## src/rtl/bcd_pkg.sv

```systemverilog
// Shared types and helpers for the priority-to-BCD encoder.
// Holds the FSM state enum, the BCD digit type and the double-dabble digit correction.
package bcd_pkg;

    typedef enum logic [1:0] {
        IDLE,
        CONVERT,
        DONE
    } state_t;

    typedef logic [3:0] bcd_digit_t;

    // Minimum number of decimal digits needed to represent n.
    function automatic int unsigned bcd_digits_for(input int unsigned n);
        int unsigned digits;
        int unsigned limit;
        digits = 1;
        limit  = 10;
        while (limit <= n) begin
            digits = digits + 1;
            limit  = limit * 10;
        end
        return digits;
    endfunction

    function automatic bcd_digit_t add3_if_ge5(input bcd_digit_t d);
        return (d >= 4'd5) ? d + 4'd3 : d;
    endfunction

endpackage

```

## src/rtl/prio_index_find.sv

```systemverilog
// Combinational priority search over a [N_IN:1] request vector.
// Reports the winning index (0 when empty), an empty flag and a more-than-one-set flag.
module prio_index_find #(
    parameter int unsigned N_IN          = 99,
    parameter bit          PRIORITY_HIGH = 1'b1,
    parameter int unsigned IDX_W         = $clog2(N_IN + 1)
) (
    input  logic [N_IN:1]    req,
    output logic [IDX_W-1:0] idx,
    output logic             none,
    output logic             multi
);

    logic seen;

    // Ascending scan: the high-priority variant keeps overwriting with the latest hit,
    // the low-priority variant only takes the first hit.
    always_comb begin
        idx   = '0;
        seen  = 1'b0;
        multi = 1'b0;
        for (int unsigned i = 1; i <= N_IN; i++) begin
            if (req[i]) begin
                if (PRIORITY_HIGH || !seen) begin
                    idx = IDX_W'(i);
                end
                multi = multi | seen;
                seen  = 1'b1;
            end
        end
        none = ~seen;
    end

endmodule

```

## src/rtl/prio_bcd_encoder.sv

```systemverilog
// Priority encoder with an iterative double-dabble BCD converter and valid/ready on both sides.
// One accept per IDLE visit; the result is held in DONE until the consumer takes it.
module prio_bcd_encoder
    import bcd_pkg::*;
#(
    parameter int unsigned N_IN          = 99,
    parameter int unsigned NUM_DIGITS    = 2,
    parameter bit          PRIORITY_HIGH = 1'b1
) (
    input  logic                    clk,
    input  logic                    rstN,
    input  logic [N_IN:1]           decimal_in,
    input  logic                    in_valid,
    output logic                    in_ready,
    output logic [NUM_DIGITS*4-1:0] bcd_out,
    output logic                    none_set,
    output logic                    multi_hot,
    output logic                    out_valid,
    input  logic                    out_ready
);

    localparam int unsigned IDX_W = $clog2(N_IN + 1);
    localparam int unsigned BCD_W = NUM_DIGITS * 4;
    localparam int unsigned CNT_W = $clog2(IDX_W + 1);

    if (N_IN < 1 || N_IN > 9999) begin : g_bad_n_in
        $error("N_IN must lie in 1..9999");
    end
    if (NUM_DIGITS < bcd_digits_for(N_IN)) begin : g_bad_digits
        $error("NUM_DIGITS too small to hold N_IN in BCD");
    end

    state_t             state_q;
    logic [BCD_W-1:0]   bcd_q;
    logic [IDX_W-1:0]   idx_q;
    logic [CNT_W-1:0]   cnt_q;

    logic [IDX_W-1:0]   pf_idx;
    logic               pf_none;
    logic               pf_multi;

    logic [BCD_W-1:0]   bcd_adj;
    logic [BCD_W-1:0]   bcd_shift;

    prio_index_find #(
        .N_IN          (N_IN),
        .PRIORITY_HIGH (PRIORITY_HIGH),
        .IDX_W         (IDX_W)
    ) u_find (
        .req   (decimal_in),
        .idx   (pf_idx),
        .none  (pf_none),
        .multi (pf_multi)
    );

    // One double-dabble step: correct every digit, then shift in the next index MSB.
    always_comb begin
        bcd_adj = bcd_q;
        for (int unsigned d = 0; d < NUM_DIGITS; d++) begin
            bcd_adj[d*4 +: 4] = add3_if_ge5(bcd_q[d*4 +: 4]);
        end
        bcd_shift = {bcd_adj[BCD_W-2:0], idx_q[IDX_W-1]};
    end

    always_ff @(posedge clk) begin
        if (!rstN) begin
            state_q   <= IDLE;
            in_ready  <= 1'b0;
            out_valid <= 1'b0;
            bcd_out   <= '0;
            none_set  <= 1'b0;
            multi_hot <= 1'b0;
            bcd_q     <= '0;
            idx_q     <= '0;
            cnt_q     <= '0;
        end else begin
            unique case (state_q)
                IDLE: begin
                    if (in_valid && in_ready) begin
                        idx_q     <= pf_idx;
                        bcd_q     <= '0;
                        none_set  <= pf_none;
                        multi_hot <= pf_multi;
                        cnt_q     <= CNT_W'(IDX_W);
                        in_ready  <= 1'b0;
                        state_q   <= CONVERT;
                    end else begin
                        in_ready <= 1'b1;
                    end
                end
                CONVERT: begin
                    bcd_q <= bcd_shift;
                    idx_q <= idx_q << 1;
                    cnt_q <= cnt_q - CNT_W'(1);
                    if (cnt_q == CNT_W'(1)) begin
                        bcd_out   <= bcd_shift;
                        out_valid <= 1'b1;
                        state_q   <= DONE;
                    end
                end
                DONE: begin
                    if (out_ready) begin
                        out_valid <= 1'b0;
                        in_ready  <= 1'b1;
                        state_q   <= IDLE;
                    end
                end
                default: state_q <= IDLE;
            endcase
        end
    end

endmodule
```

## config.mk

```make
export PLATFORM = sky130hd
export DESIGN_NAME = prio_bcd_encoder
export DESIGN_NICKNAME = d
export VERILOG_FILES = /design/src/rtl/bcd_pkg.sv /design/src/rtl/prio_index_find.sv /design/src/rtl/prio_bcd_encoder.sv
export SDC_FILE = /design/constraint.sdc
export NUM_CORES = 1
export LEC_CHECK = 0
export BUFFER_PORTS_ARGS = -buffer_cell sky130_fd_sc_hd__buf_2
export CORE_MARGIN = 2
export CORE_UTILIZATION = 47
export CTS_CLUSTER_DIAMETER = 80
export DETAILED_ROUTE_END_ITERATION = 10
export GPL_ROUTABILITY_DRIVEN = 1
export GPL_TIMING_DRIVEN = 0
export HOLD_SLACK_MARGIN = 0.05
export PLACE_DENSITY_LB_ADDON = 0.25
export RECOVER_POWER = 25
export SLEW_MARGIN = 30
export SYNTH_ARGS = -nofsm -noshare
export SYNTH_HDL_FRONTEND = slang
export SYNTH_HIERARCHICAL = 1
export SYNTH_SLANG_ARGS = --single-unit
```

## constraint.sdc

```tcl
create_clock -name clk -period 9 [get_ports clk]
set_clock_uncertainty 0.2 [all_clocks]
set_input_delay 1.8 -clock clk [delete_from_list [all_inputs] [get_ports clk]]
set_output_delay 1.8 -clock clk [all_outputs]
set_load 0.005 [all_outputs]
```

### Word level (Yosys, flattened, before mapping)

Cells that the tools add are included.

| cells by class | value |
|---|---|
| muxes and demuxes | 314 |
| eq/ne operators | 6 |
| reduce and logical (&&, ||, !) cells | 11 |
| bitwise logic cells | 98 |
| $add $sub $neg | 3 |
| magnitude comparators | 2 |

Operators with widths:

| cell | number |
|---|---|
| $mux W7 | 99 |
| $mux W1 | 202 |
| $or A1 B1 Y1 | 97 |
| $pmux W8 S2 | 1 |
| $pmux W7 S2 | 1 |
| $ge A4 B3 Y1 const B | 2 |
| $mux W8 | 1 |
| $reduce_and A2 Y1 | 4 |
| $mux W2 | 3 |
| $mux W3 | 2 |
| $ne A2 B2 Y1 const B | 3 |
| $pmux W2 S3 | 1 |
| $pmux W3 S2 | 1 |
| $reduce_and A3 Y1 | 2 |
| $reduce_bool A2 Y1 | 3 |
| $add A4 B2 Y4 const B | 1 |
| $mux W4 | 1 |
| $pmux W1 S2 | 2 |
| $add A3 B2 Y3 const B | 1 |
| $eq A3 B1 Y1 const B | 1 |
| $sub A3 B1 Y3 const B | 1 |
| $eq A2 B1 Y1 const B | 1 |
| $eq A2 B2 Y1 const B | 1 |
| $logic_not A2 Y1 | 1 |
| 2 further kinds | 2 |

| storage, ports and cells | value |
|---|---|
| output and inout bits | 12 |
| bits in registers | 32 |
| input bits | 103 |
| logic and storage cells | 443 |

### Longest topological paths before layout

| depth | value |
|---|---|
| depth after elaboration | 196 |
| depth in mapped cells | 11 |
| gate-level depth less buffers | 10 |

### Modules after synthesis

Netlist, hierarchy kept.

By module, submodules not included:

| module | sequential area each (sq um) | cells each | area each (sq um) | times used |
|---|---|---|---|---|
| prio_index_find | 0.0 | 390 | 2284.7 | 1 |
| prio_bcd_encoder | 640.6 | 160 | 1402.6 | 1 |

### Least setup slack after synthesis

No wires, ideal clock.

| timing path | value |
|---|---|
| path kind | input-to-reg |
| from | input decimal_in[49] (netlist bit) |
| to | register multi_hot |
| path slack | 3570 ps |
| setup time | 128 ps |
| buffers on the path | 1 |
| arrival time | 5103 ps |
| stages | 11 |
| required time | 8672 ps |
| path through | buf_6 > or4_4 > or4_4 > or4_4 > o22ai_1 > o2111a_1 > o2111ai_1 > or4_1 > or4_1 > mux2i_1 > nor2_1 |

| on the way | value |
|---|---|
| longest elaborated chain between the ends | 101 |
| elaborated cells on any way between the ends | 151 |
| classes of those cells | mux (101); bitwise (50) |

Ends and longest elaborated chain:

| item | line | source |
|---|---|---|
| start, declared | prio_bcd_encoder.sv:12 | `input logic [N_IN:1] decimal_in,` |
| $mux W1 | prio_index_find.sv:23 | `if (req[i]) begin` |
| $or A1 B1 Y1 | prio_index_find.sv:27 | `multi = multi \| seen;` |
| $mux W1 | prio_index_find.sv:23 |  |
| $or A1 B1 Y1 | prio_index_find.sv:27 |  |
| $mux W1 | prio_index_find.sv:23 |  |
| $or A1 B1 Y1 | prio_index_find.sv:27 |  |
| $mux W1 | prio_index_find.sv:23 |  |
| $or A1 B1 Y1 | prio_index_find.sv:27 |  |
| (+86 left out) | n/a |  |
| $mux W1 | prio_index_find.sv:23 |  |
| $or A1 B1 Y1 | prio_index_find.sv:27 |  |
| $mux W1 | prio_index_find.sv:23 |  |
| $or A1 B1 Y1 | prio_index_find.sv:27 |  |
| $mux W1 | prio_index_find.sv:23 |  |
| $or A1 B1 Y1 | prio_index_find.sv:27 |  |
| $mux W1 * | prio_index_find.sv:23 |  |
| net pf_multi | prio_bcd_encoder.sv:40 | `logic pf_multi;` |
| end signal, assigned | prio_bcd_encoder.sv:83 | `multi_hot <= pf_multi;` |
| end, declared | prio_bcd_encoder.sv:17 | `output logic multi_hot,` |

The timed path passes the listed nets; every way through them passes the cells marked *.
A chain may end at the register's enable or synchronous reset.

### Final worst setup path

| timing path | value |
|---|---|
| from | input decimal_in[7] (netlist bit) |
| to | register multi_hot |

| on the way | value |
|---|---|
| longest elaborated chain between the ends | 185 |
| elaborated cells on any way between the ends | 277 |
| classes of those cells | mux (185); bitwise (92) |

Ends and longest elaborated chain:

| item | line |
|---|---|
| $mux W1 | prio_index_find.sv:23 |
| $or A1 B1 Y1 | prio_index_find.sv:27 |
| $mux W1 | prio_index_find.sv:23 |
| $or A1 B1 Y1 | prio_index_find.sv:27 |
| $mux W1 | prio_index_find.sv:23 |
| $or A1 B1 Y1 | prio_index_find.sv:27 |
| $mux W1 | prio_index_find.sv:23 |
| $or A1 B1 Y1 | prio_index_find.sv:27 |
| (+170 left out) | n/a |
| $mux W1 | prio_index_find.sv:23 |
| $or A1 B1 Y1 | prio_index_find.sv:27 |
| $mux W1 | prio_index_find.sv:23 |
| $or A1 B1 Y1 | prio_index_find.sv:27 |
| $mux W1 | prio_index_find.sv:23 |
| $or A1 B1 Y1 | prio_index_find.sv:27 |
| $mux W1 * | prio_index_find.sv:23 |
| net pf_multi | prio_bcd_encoder.sv:40 |

Marks and branches as above.

==> run summary <==
Run status: finished, final reports clean
CTS sink count: 32
Fin crit share: 0.658
Leak pwr: 1.63 nW
Critical path's slowest cell: nor3_1
Count of distinct cell types in the synthesized netlist: 66
Crit-path cells: buf_2, nor4_1, nand4_1, nor3_1, a32oi_1, a2111o_1, or4_1, or4_1, mux2i_1, nor2_1
Synthesis-to-finish area growth: 20.3%
R2R Path Start: bcd_q[0]$_SDFFE_PN0P_
Final Setup Violations: 0
Drt total wl: 13100 µm
CP delay by family, top: simple AND/OR/NAND/NOR gates
Synthesized net count: 659
Post-synthesis sequential area ratio: 0.174
Highest clock rate: 0.169 GHz
TritonCTS clock tree: done
Final Util: 0.580
Die area: 8570 µm²
H-tree level count: 2
YS warnings: 6
Drt first pass iters: 5
DR vias/cell: 6.49
Cell area power density: 88.9 nW/µm²
Total Power: 0.395 mW
CTS max path bufs: 2
Post-Syn Area: 3690 µm²
Max Cap Viol: 0
RSZ-0062 raised after global routing: false
Layout cells sized above 1: 0.218
Worst EP arrival: 5.88 ns
Fin crit period: 5.93 ns
Via count: 4986
Largest net degree at the start of global routing: 11
Instance count on the critical path: 10
FF-to-FF End: bcd_out[2]$_SDFFE_PN0P_
Worst-Margin Slew: 0.884 ns
Resized Gates After CTS: 0
DRC Markers: 0
Crit path largest cell delay: 0.80 ns
Gpl congestion: 0.981
Die Span X: 92.6 µm
Remaining Overflow, GRT: 0
Number of DRC markers in iteration 0: 385
Worst Reg-to-Reg Cells: 6
Num CTS Buffers: 5
Gate Count Post-Synth: 550
Critical Path Start: decimal_in[7]
Number of inserted diodes: 0
Final hold violations: 0
Wire per inst: 17.1 µm
Port bufs: 109
Initial antenna violation count: 0
Floorplan core area: 7650 µm²
CTS Hold Bufs: 0
Syn_area_per_cell: 6.70 µm²
Vias in the first global route: 4474
Worst path required time: 8.95 ns
Gr usage total: 0.292
Slew headroom: 0.405
Final max-slew violation count: 0
Worst Hold Depth: 2
Crit path capture: multi_hot$_SDFFE_PN0P_
I/O pin count: 115
Seq cells post-synth: 32
First-pass GRT wire length: 20500 µm
TNS Setup: 0 ns
Dominant synthesized flop cell: dfxtp_1
Die Ht: 92.6 µm
Clock Latency Late Sink: 0.28 ns
Highest net fanout along the worst path: 7
Post-synth EDFFs: 0
Worst reg-to-reg setup slack: 7.17 ns
Critical path type: input pin to flop
Row cnt: 32
Clk slew on worst S/H paths: 0.06 ns
FFs w/ async S/R, synth: 0
Nets: 775
CP Launch Type: input pin
Worst VDD drop: 0.0512 mV
DP Wirelength: 10600 µm
Element type at the critical path end: flop
Crit-path most repeated cell: or4_1
Post-CTS Setup Inserts: 0
Number of routed nets with antenna violations: 0
Root Driver: clkbuf_8
Initial Utilization: 0.482
Worst hold path class: flop to flop
Worst Path Buf+Inv: 1
[layout make-up]
class | count | area [µm²]
Clock inverter | 1 | 5.00
Sequential cell | 32 | 641
Clock buffer | 6 | 72.6
Multi-Input combinational cell | 471 | 2840
Tap cell | 102 | 128
Fill cell | 754 | 3210
Buffer | 13 | 78.8
Timing Repair Buffer | 109 | 544
Inverter | 34 | 128
[power by group]
group          total [mW]  switching, mW  internal [mW]
Clock               0.102         0.0493         0.0524
Sequential          0.155        0.00477          0.150
Combinational       0.138         0.0864         0.0518
[sequential cells by signal (all words and copies together), names as in the netlist]
register   flops
bcd_out        8
bcd_q          8
idx_q          7
cnt_q          3
state_q        2
in_ready       1
multi_hot      1
none_set       1
out_valid      1
[metrics by stage]
stage | instance area, µm² | std cells | setup slack (ns) | hold WS (ns)
2_1_floorplan | 3690 | 550 | 3.57 | 0.250
3_3_place_gp | 4360 | 761 | 2.95 | 0.260
3_5_place_dp | 4360 | 761 | 2.92 | 0.262
4_1_cts | 4440 | 768 | 3.18 | 0.273
5_1_grt | 4440 | 768 | 2.77 | 0.303
6_report | 4440 | 768 | 3.07 | 0.271
[Yosys cell counts, types with 8 or more instances]
library cell,count,share of area
a211oi_1,8,0.016
a21oi_1,48,0.065
a22oi_1,9,0.018
dfxtp_1,32,0.17
inv_1,34,0.035
nand2_1,45,0.046
nand3_1,21,0.029
nand4_1,12,0.020
nor2_1,74,0.075
nor3_1,21,0.029
nor4_1,34,0.058
o21ai_0,39,0.053
o22ai_1,13,0.022
or3_1,8,0.014
[routing by layer]
metal  track usage  up-vias  part of all wire
li1              -     2389                 -
met5             0        -                 0
met2         0.523      253              0.48
met1         0.349     2297              0.41
met4         0.119        0             0.036
met3        0.0391       47             0.075
[layout by cell type (no fill, tap or decap), types with 8 or more instances in the layout]
cell type / count
a22oi_1: 9
clkbuf_1: 8
dfxtp_1: 32
or3_1: 8
nor3_1: 21
inv_1: 34
nand3_1: 21
buf_2: 111
nor2_1: 74
a21oi_1: 48
nand2_1: 45
o21ai_0: 39
a211oi_1: 8
o22ai_1: 13
nand4_1: 12
nor4_1: 34
[tightest hold or removal path: cells and delay by family (launching register included)]
kind             cells  cell delay [ns]
AO/OA/AOI/OAI        1             0.07
flip-flops           1             0.31
AND/OR/NAND/NOR      1             0.05
[worst min-delay path by stage]
stage                                    endpoint                    start  slack (ns)
after detailed placement  bcd_out[1]$_SDFFE_PN0P_  bcd_out[1]$_SDFFE_PN0P_        0.26
final                     bcd_out[6]$_SDFFE_PN0P_  bcd_out[6]$_SDFFE_PN0P_        0.27
after global routing      bcd_out[1]$_SDFFE_PN0P_  bcd_out[1]$_SDFFE_PN0P_        0.30
after floorplan             idx_q[1]$_SDFFE_PN0P_    idx_q[0]$_SDFFE_PN0P_        0.25
after global placement      idx_q[5]$_SDFFE_PN0P_    idx_q[4]$_SDFFE_PN0P_        0.26
after CTS                 bcd_out[1]$_SDFFE_PN0P_  bcd_out[1]$_SDFFE_PN0P_        0.27
[kinds of logic (layout without fill, tap and decap cells)]
family,after synthesis,count (layout),synth area share
muxes,5,5,0.0143
DFF,32,32,0.174
AOI/OAI and AO/OA,195,195,0.353
adders and majority gates,8,8,0.0258
buffers and inverters,47,163,0.0560
and+or+nand+nor,260,260,0.371
xor gates and xnor gates,3,3,0.00713
Note: power is estimated with default switching activity, not from simulation.
